`src/rtl/pipe_pkg.sv`:
```
// Shared types and constants for the pipeline sequencer.
package pipe_pkg;

  typedef enum logic [1:0] {
    RUN      = 2'd0,
    MISS_REQ = 2'd1,
    REFILL   = 2'd2
  } ctrl_state_t;

  localparam logic [4:0]  REG_ZERO      = 5'd0;
  localparam int unsigned CNT_W_DEFAULT = 32;

endpackage

```
`src/rtl/sat_counter.sv`:
```
// Event counter that saturates at all-ones; synchronous active-high clear.
module sat_counter #(
  parameter int unsigned CNT_W = 32
) (
  input  logic             clk_i,
  input  logic             rst_i,
  input  logic             inc_i,
  output logic [CNT_W-1:0] cnt_o
);

  logic [CNT_W-1:0] cnt_q, cnt_d;

  always_comb begin
    cnt_d = cnt_q;
    if (inc_i && (cnt_q != '1)) cnt_d = cnt_q + CNT_W'(1);
  end

  always_ff @(posedge clk_i) begin
    if (rst_i) cnt_q <= '0;
    else       cnt_q <= cnt_d;
  end

  assign cnt_o = cnt_q;

endmodule

```
`src/rtl/pipeline_ctrl.sv`:
```
// Pipeline sequencer: load-use/branch control, D-cache miss handshake and
// saturating stall/bubble/flush performance counters.
module pipeline_ctrl
  import pipe_pkg::*;
#(
  parameter int unsigned CNT_W = CNT_W_DEFAULT
) (
  input  logic             clk_i,
  input  logic             rst_i,
  input  logic [4:0]       id_rs_i,
  input  logic [4:0]       id_rt_i,
  input  logic             id_uses_rt_i,
  input  logic             ex_memread_i,
  input  logic [4:0]       ex_rt_i,
  input  logic             branch_taken_i,
  input  logic             dcache_miss_i,
  input  logic             mem_ack_i,
  output logic             stall_o,
  output logic             pc_write_o,
  output logic             ifid_hazard_o,
  output logic             ifid_flush_o,
  output logic             idex_bubble_o,
  output logic             mem_req_o,
  output logic             refill_o,
  output logic [CNT_W-1:0] stall_cnt_o,
  output logic [CNT_W-1:0] bubble_cnt_o,
  output logic [CNT_W-1:0] flush_cnt_o
);

  ctrl_state_t state_q, state_d;
  logic        load_use;

  assign load_use = ex_memread_i && (ex_rt_i != REG_ZERO) &&
                    ((ex_rt_i == id_rs_i) || (id_uses_rt_i && (ex_rt_i == id_rt_i)));

  always_comb begin
    state_d       = state_q;
    stall_o       = 1'b0;
    pc_write_o    = 1'b1;
    ifid_hazard_o = 1'b0;
    ifid_flush_o  = 1'b0;
    idex_bubble_o = 1'b0;
    mem_req_o     = 1'b0;
    refill_o      = 1'b0;
    unique case (state_q)
      RUN: begin
        // Miss outranks load-use, which in turn suppresses a coincident branch.
        if (dcache_miss_i) begin
          stall_o    = 1'b1;
          pc_write_o = 1'b0;
          state_d    = MISS_REQ;
        end else if (load_use) begin
          ifid_hazard_o = 1'b1;
          idex_bubble_o = 1'b1;
          pc_write_o    = 1'b0;
        end else if (branch_taken_i) begin
          ifid_flush_o = 1'b1;
        end
      end
      MISS_REQ: begin
        stall_o    = 1'b1;
        pc_write_o = 1'b0;
        mem_req_o  = 1'b1;
        if (mem_ack_i) state_d = REFILL;
      end
      REFILL: begin
        stall_o    = 1'b1;
        pc_write_o = 1'b0;
        refill_o   = 1'b1;
        state_d    = RUN;
      end
      default: state_d = RUN;
    endcase
  end

  always_ff @(posedge clk_i) begin
    if (rst_i) state_q <= RUN;
    else       state_q <= state_d;
  end

  sat_counter #(.CNT_W(CNT_W)) u_stall_cnt (
    .clk_i (clk_i),
    .rst_i (rst_i),
    .inc_i (stall_o),
    .cnt_o (stall_cnt_o)
  );

  sat_counter #(.CNT_W(CNT_W)) u_bubble_cnt (
    .clk_i (clk_i),
    .rst_i (rst_i),
    .inc_i (idex_bubble_o),
    .cnt_o (bubble_cnt_o)
  );

  sat_counter #(.CNT_W(CNT_W)) u_flush_cnt (
    .clk_i (clk_i),
    .rst_i (rst_i),
    .inc_i (ifid_flush_o),
    .cnt_o (flush_cnt_o)
  );

endmodule
```
`config.mk`:
```
export PLATFORM = sky130hd
export DESIGN_NAME = pipeline_ctrl
export DESIGN_NICKNAME = d
export VERILOG_FILES = /design/src/rtl/pipe_pkg.sv /design/src/rtl/sat_counter.sv /design/src/rtl/pipeline_ctrl.sv
export SDC_FILE = /design/constraint.sdc
export NUM_CORES = 1
export LEC_CHECK = 0
export CORE_ASPECT_RATIO = 1.75
export CORE_MARGIN = 4
export CORE_UTILIZATION = 45
export CTS_BUF_LIST = sky130_fd_sc_hd__clkbuf_4 sky130_fd_sc_hd__clkbuf_8 sky130_fd_sc_hd__clkbuf_16
export CTS_CLUSTER_SIZE = 28
export DETAILED_ROUTE_END_ITERATION = 7
export GPL_TIMING_DRIVEN = 0
export PLACE_DENSITY = 0.73
export SLEW_MARGIN = 30
export SYNTH_ARGS = -nofsm -noshare
export SYNTH_HDL_FRONTEND = slang
export SYNTH_HIERARCHICAL = 1
export SYNTH_SLANG_ARGS = --single-unit
```
`constraint.sdc`:
```
create_clock -name clk_i -period 3.9 [get_ports clk_i]
set_clock_uncertainty 0.2 [all_clocks]
set_input_delay 0.78 -clock clk_i [delete_from_list [all_inputs] [get_ports clk_i]]
set_output_delay 0.78 -clock clk_i [all_outputs]
set_load 0.02 [all_outputs]
```
## Word level (Yosys, flattened, before mapping)

Cells that the tools add are included.

- Bits in registers: 98
- Input port bits: 22
- Logic and storage cells: 44

- $add $sub $neg: 3
- Eq/ne operators: 9
- Mux-type cells: 17
- Reduce and logical (&&, ||, !) cells: 11

Operator list:

| operator | number |
|---|---|
| $add 32x1->32 const B | 3 |
| $ne 32x32->1 const B | 3 |
| $mux 1 | 12 |
| $eq 5x5->1 | 2 |
| $logic_and 1x1->1 | 6 |
| $reduce_bool 5->1 | 1 |
| $mux 2 | 2 |
| $ne 2x2->1 const B | 2 |
| $pmux 1 s2 | 2 |
| $pmux 2 s2 | 1 |
| $eq 2x1->1 const B | 1 |
| $eq 2x2->1 const B | 1 |
| $logic_not 2->1 | 1 |
| $reduce_and 2->1 | 1 |
| $reduce_or 2->1 | 1 |
| $logic_or 1x1->1 | 1 |

## Depth between registers and ports, before layout

- Word-level depth: 8
- Depth in mapped cells: 10
- Depth with buffers taken out: 10

## Cells and area by module

The synthesis kept the hierarchy.

Modules (own cells, without submodules):

| module | times used | cells each | area each (sq um) | seq. area each (sq um) |
|---|---|---|---|---|
| sat_counter | 3 | 199 | 1674.1 | 640.6 |
| pipeline_ctrl | 1 | 44 | 334.1 | 40.0 |

## Worst setup path after synthesis

Ideal clock, no wire load.

- Kind: input to register
- Start: in ex_rt_i[1]
- End: reg u_flush_cnt.cnt_q[31] (netlist: u_flush_cnt/cnt_o[31])
- Library setup time: 0.121 ns
- Data arrival time: 3.637 ns
- Data required time: 3.579 ns
- Slack: -0.058 ns
- Stages: 9
- Path buffers: 0
- Cells stage by stage: or4_1 > o21ai_2 > inv_1 > a21oi_1 > nand4_1 > nor4_2 > nand4_1 > nor4_1 > mux2_2

- Word-level cells in the longest chain between the ends: 8
- Elaborated cells on any way between the ends: 11
- Classes of those cells: eq/ne: 2; mux: 3; reduce/logical: 6

RTL lines:

| item | line | source |
|---|---|---|
| start, declared | pipeline_ctrl.sv:14 | `input logic [4:0] ex_rt_i,` |
| $eq 5x5->1 | pipeline_ctrl.sv:34 | `((ex_rt_i == id_rs_i) \|\| (id_uses_rt_i && (ex_rt_i == id_rt_i)));` |
| $logic_and 1x1->1 | pipeline_ctrl.sv:34 |  |
| $logic_or 1x1->1 | pipeline_ctrl.sv:34 |  |
| $logic_and 1x1->1 * | pipeline_ctrl.sv:33 | `assign load_use = ex_memread_i && (ex_rt_i != REG_ZERO) &&` |
| $mux 1 * | pipeline_ctrl.sv:52 | `end else if (load_use) begin` |
| $mux 1 * | pipeline_ctrl.sv:48 | `if (dcache_miss_i) begin` |
| $mux 1 * | pipeline_ctrl.sv:45 | `unique case (state_q)` |
| via ifid_flush_o | pipeline_ctrl.sv:21 | `output logic ifid_flush_o,` |
| $logic_and 1x1->1 * | sat_counter.sv:15 | `if (inc_i && (cnt_q != '1)) cnt_d = cnt_q + CNT_W'(1);` |
| end signal, assigned | sat_counter.sv:20 | `else cnt_q <= cnt_d;` |
| end, declared | sat_counter.sv:11 | `logic [CNT_W-1:0] cnt_q, cnt_d;` |

The timed path passes the listed nets; every way through them passes the cells marked *.
A chain may end at the register's enable or synchronous reset.

## Worst setup path after layout

- Start: in ex_rt_i[1]
- End: out ifid_hazard_o

- Word-level cells in the longest chain between the ends: 7
- Elaborated cells on any way between the ends: 10
- Classes of those cells: eq/ne: 2; mux: 3; reduce/logical: 5

RTL lines:

| item | line | source |
|---|---|---|
| $eq 5x5->1 | pipeline_ctrl.sv:34 |  |
| $logic_and 1x1->1 | pipeline_ctrl.sv:34 |  |
| $logic_or 1x1->1 | pipeline_ctrl.sv:34 |  |
| $logic_and 1x1->1 * | pipeline_ctrl.sv:33 |  |
| $mux 1 * | pipeline_ctrl.sv:52 |  |
| $mux 1 * | pipeline_ctrl.sv:48 |  |
| $mux 1 * | pipeline_ctrl.sv:45 |  |
| end, declared | pipeline_ctrl.sv:20 | `output logic ifid_hazard_o,` |

Every way passes the cells marked *; elsewhere a longest branch is shown, timed or not.

==> flow_summary.toml <==
[route]
drc = 0
firstDrtPassIters = 4
num_vias = 5671
drtAntennaViolNets = 0
wl_mm = 16.2
wire_per_inst_um = 17.7
drt_iter0_drc = 283
viasPerCell = 6.16

[clock_network]
clkTransAtPathRegs_ns = 0.07
clock_path_buffers = 2
cts_buffers = 9
clk_latency_ns = 0.33
htree_levels = 3
cts_hold_buf = 0
root_buffer = "clkbuf_16"
cts_num_sinks = 98
cts_tree = "yes"

[power_and_ir_drop]
power_uw = 2230
ir_worst_vdd_mv = 0.227
leakagePower_uw = 0.00221
power.density_nw_per_um2 = 311

[floorplanning]
die_area_um2 = 13800
core_um2 = 11600
rows = 52
initial_utilization = 0.463
die_w_um = 90.5
num_io_pins = 125
die_y_um = 152

[sta]
relSlewSlack = 0.538
period_minus_slack_ns = 3.80
max_freq_ghz = 0.263
setup_viol = 0
max_slew.worst_pin.slew_ns = 0.688
setup_tns_ns = 0
setup_ws_ns = 0.0971
post-route-period-util = 0.975
report.final.slew_viol_count = 0
hold_violations = 0
rsz0062_at_grt = "false"

[final_layout]
drive_gt1_frac = 0.0752
nets = 810
syn2layout_area_growth_pct = 33.9
final_cell_mix = "clkdlybuf4s50_1, dfxtp_1, a21oi_1, nor2_1, nand3_1"
diodes = 0
final_common_cell = "clkdlybuf4s50_1"
fin_area_um2 = 7170

[placement]
dp_hpwl_mm = 12.4
port_buffers = 124
post-place-ws_ns = -0.853
gp_congestion = 0.893
dpl_cell_area_um2 = 6770

[worst_hold_path]
hp-class = "reg2reg"

[yosys]
yosysTopAreaCell = "dfxtp_1"
synth.top_cell.area_share = 0.366
synth_ff_type = "dfxtp_1"
yosysSeqAreaShare = 0.366
ys_top_cells_by_area = "dfxtp_1, a21oi_1, or4_1, o31ai_1, xnor2_1"
synth-edff-count = 0
ys_ff_latch = 98
ys_warn_count = 6
async_reset_ff_frac = 0
ys_types = 43
syn_nets = 671
avgSynthCellArea_um2 = 8.36
syn-cell-area_um2 = 5360
syn_inst = 641

[job]
maxCapViolations = 0

[worst_setup_path]
required_ns = 2.92
r2r_slack_ns = 0.49
crit_arrival_ns = 2.82
path_class = "in2out"
worst-path-max-fanout = 6
cp_slowest_stage_delay_ns = 0.58
crit_slowest_cell = "or4_1"
critPathLaunchType = "primary input"
crit_chain = "clkdlybuf4s50_1 > or4_1 > o21ai_2 > inv_1 > and3_4 > buf_4 > dlygate4sd2_1"
endpoint_kind = "output port"

[global_route]
antenna_found_initial = 0
grt_pass1_vias = 5531
grt.overflow.total = 0
track_usage = 0.230
grt_first_pass_wirelength_mm = 26.5
grt_max_degree = 16

[outcome]
status = "finished, final reports clean"
==> kinds of logic (layout without fill, tap and decap cells) <==
family	after synthesis	count (layout)	share of synthesized area
xor gates and xnor gates	31	31	0.0507
DFF	98	98	0.366
AOI/OAI and AO/OA	155	155	0.186
adders and majority gates	8	8	0.0187
and+or+nand+nor	297	297	0.327
buffers and inverters	43	187	0.0329
muxes	9	9	0.0182
==> power breakdown <==
part / switching (uW) / leakage [uW] / internal, uW / total, uW
clock: 382 / 0.000159 / 585 / 968
sequential: 17.1 / 0.000790 / 1010 / 1030
combinational: 127 / 0.00126 / 102 / 229
total: 526 / 0.00221 / 1700 / 2230
==> metrics by stage <==
step	std cells	hold slack [ns]	utilization
detailed placement	900	0.285	0.585
floorplan	641	0.313	-
CTS	920	0.296	0.617
finish	920	0.295	0.619
global placement	900	0.280	0.585
global route	920	0.343	0.619
==> cells in the mapped netlist (3+ instances only) <==
master,number
nand3_2,3
mux2i_1,3
clkbuf_1,24
nor4_1,12
ha_1,8
nor3b_1,6
or3b_1,3
or3_1,30
nand3_1,40
nor2b_1,7
nor4_2,3
or4_1,37
mux2_1,3
and2_1,3
or2_2,3
nor2_1,45
o31ai_1,36
mux2_2,3
or3_4,3
a21o_1,3
dfxtp_1,98
and3_1,10
xnor2_1,28
nor3_1,7
nand4_1,31
and3_4,3
nand2_1,34
xor2_1,3
a21oi_1,70
nand2b_1,5
a31o_2,3
o21ai_0,24
inv_1,9
o41ai_4,3
a31oi_1,4
a211oi_1,3
a2111oi_0,6
and4_1,12
buf_2,9
==> final timing paths <==
path	startpoint	to	depth (start not counted)
worst max-delay path	ex_rt_i[1]	ifid_hazard_o	7
worst min-delay path	u_stall_cnt/cnt_o[23]$_SDFFE_PP0P_	u_stall_cnt/cnt_o[23]$_SDFFE_PP0P_	2
worst min register to register	u_stall_cnt/cnt_o[23]$_SDFFE_PP0P_	u_stall_cnt/cnt_o[23]$_SDFFE_PP0P_	2
worst max register to register	state_q[1]$_SDFFE_PP0P_	u_stall_cnt/cnt_o[31]$_SDFFE_PP0P_	9
==> final cells by class <==
| class | count | area (um^2) |
|---|---|---|
| Multi-Input combinational cell | 500 | 3270 |
| Timing Repair Buffer | 128 | 1270 |
| Tap cell | 135 | 169 |
| Sequential cell | 98 | 1960 |
| Buffer | 34 | 143 |
| Inverter | 9 | 33.8 |
| Clock inverter | 5 | 77.6 |
| Fill cell | 1050 | 4410 |
| Clock buffer | 11 | 246 |
==> registers in the layout, indices dropped and copies added (netlist names) <==
name and flops:
state_q 2, u_bubble_cnt/cnt_o 32, u_stall_cnt/cnt_o 32, u_flush_cnt/cnt_o 32
==> routing by layer <==
layer / global-route usage / part of all wire / vias to the layer above / wire (um)
li1: - / - / 2732 / -
met1: 0.235 / 0.37 / 2681 / 6030
met2: 0.438 / 0.53 / 216 / 8620
met3: 0.0455 / 0.060 / 42 / 977
met4: 0.107 / 0.039 / 0 / 626
met5: 0 / 0 / - / 0
==> critical path, delay by kind of cell <==
kind / cells / cell delay [ns]
simple gates: 2 / 0.81
compound gates: 1 / 0.18
buf+inv: 4 / 1.05
==> what timing repair did <==
action / 4_1_cts / 5_1_grt
resized for setup: 7 / 5
pin swaps: 2 / 2
endpoints found under the setup margin: 16 / 5
setup buffers: 4 / 0
(Power assumes the default switching activity.)
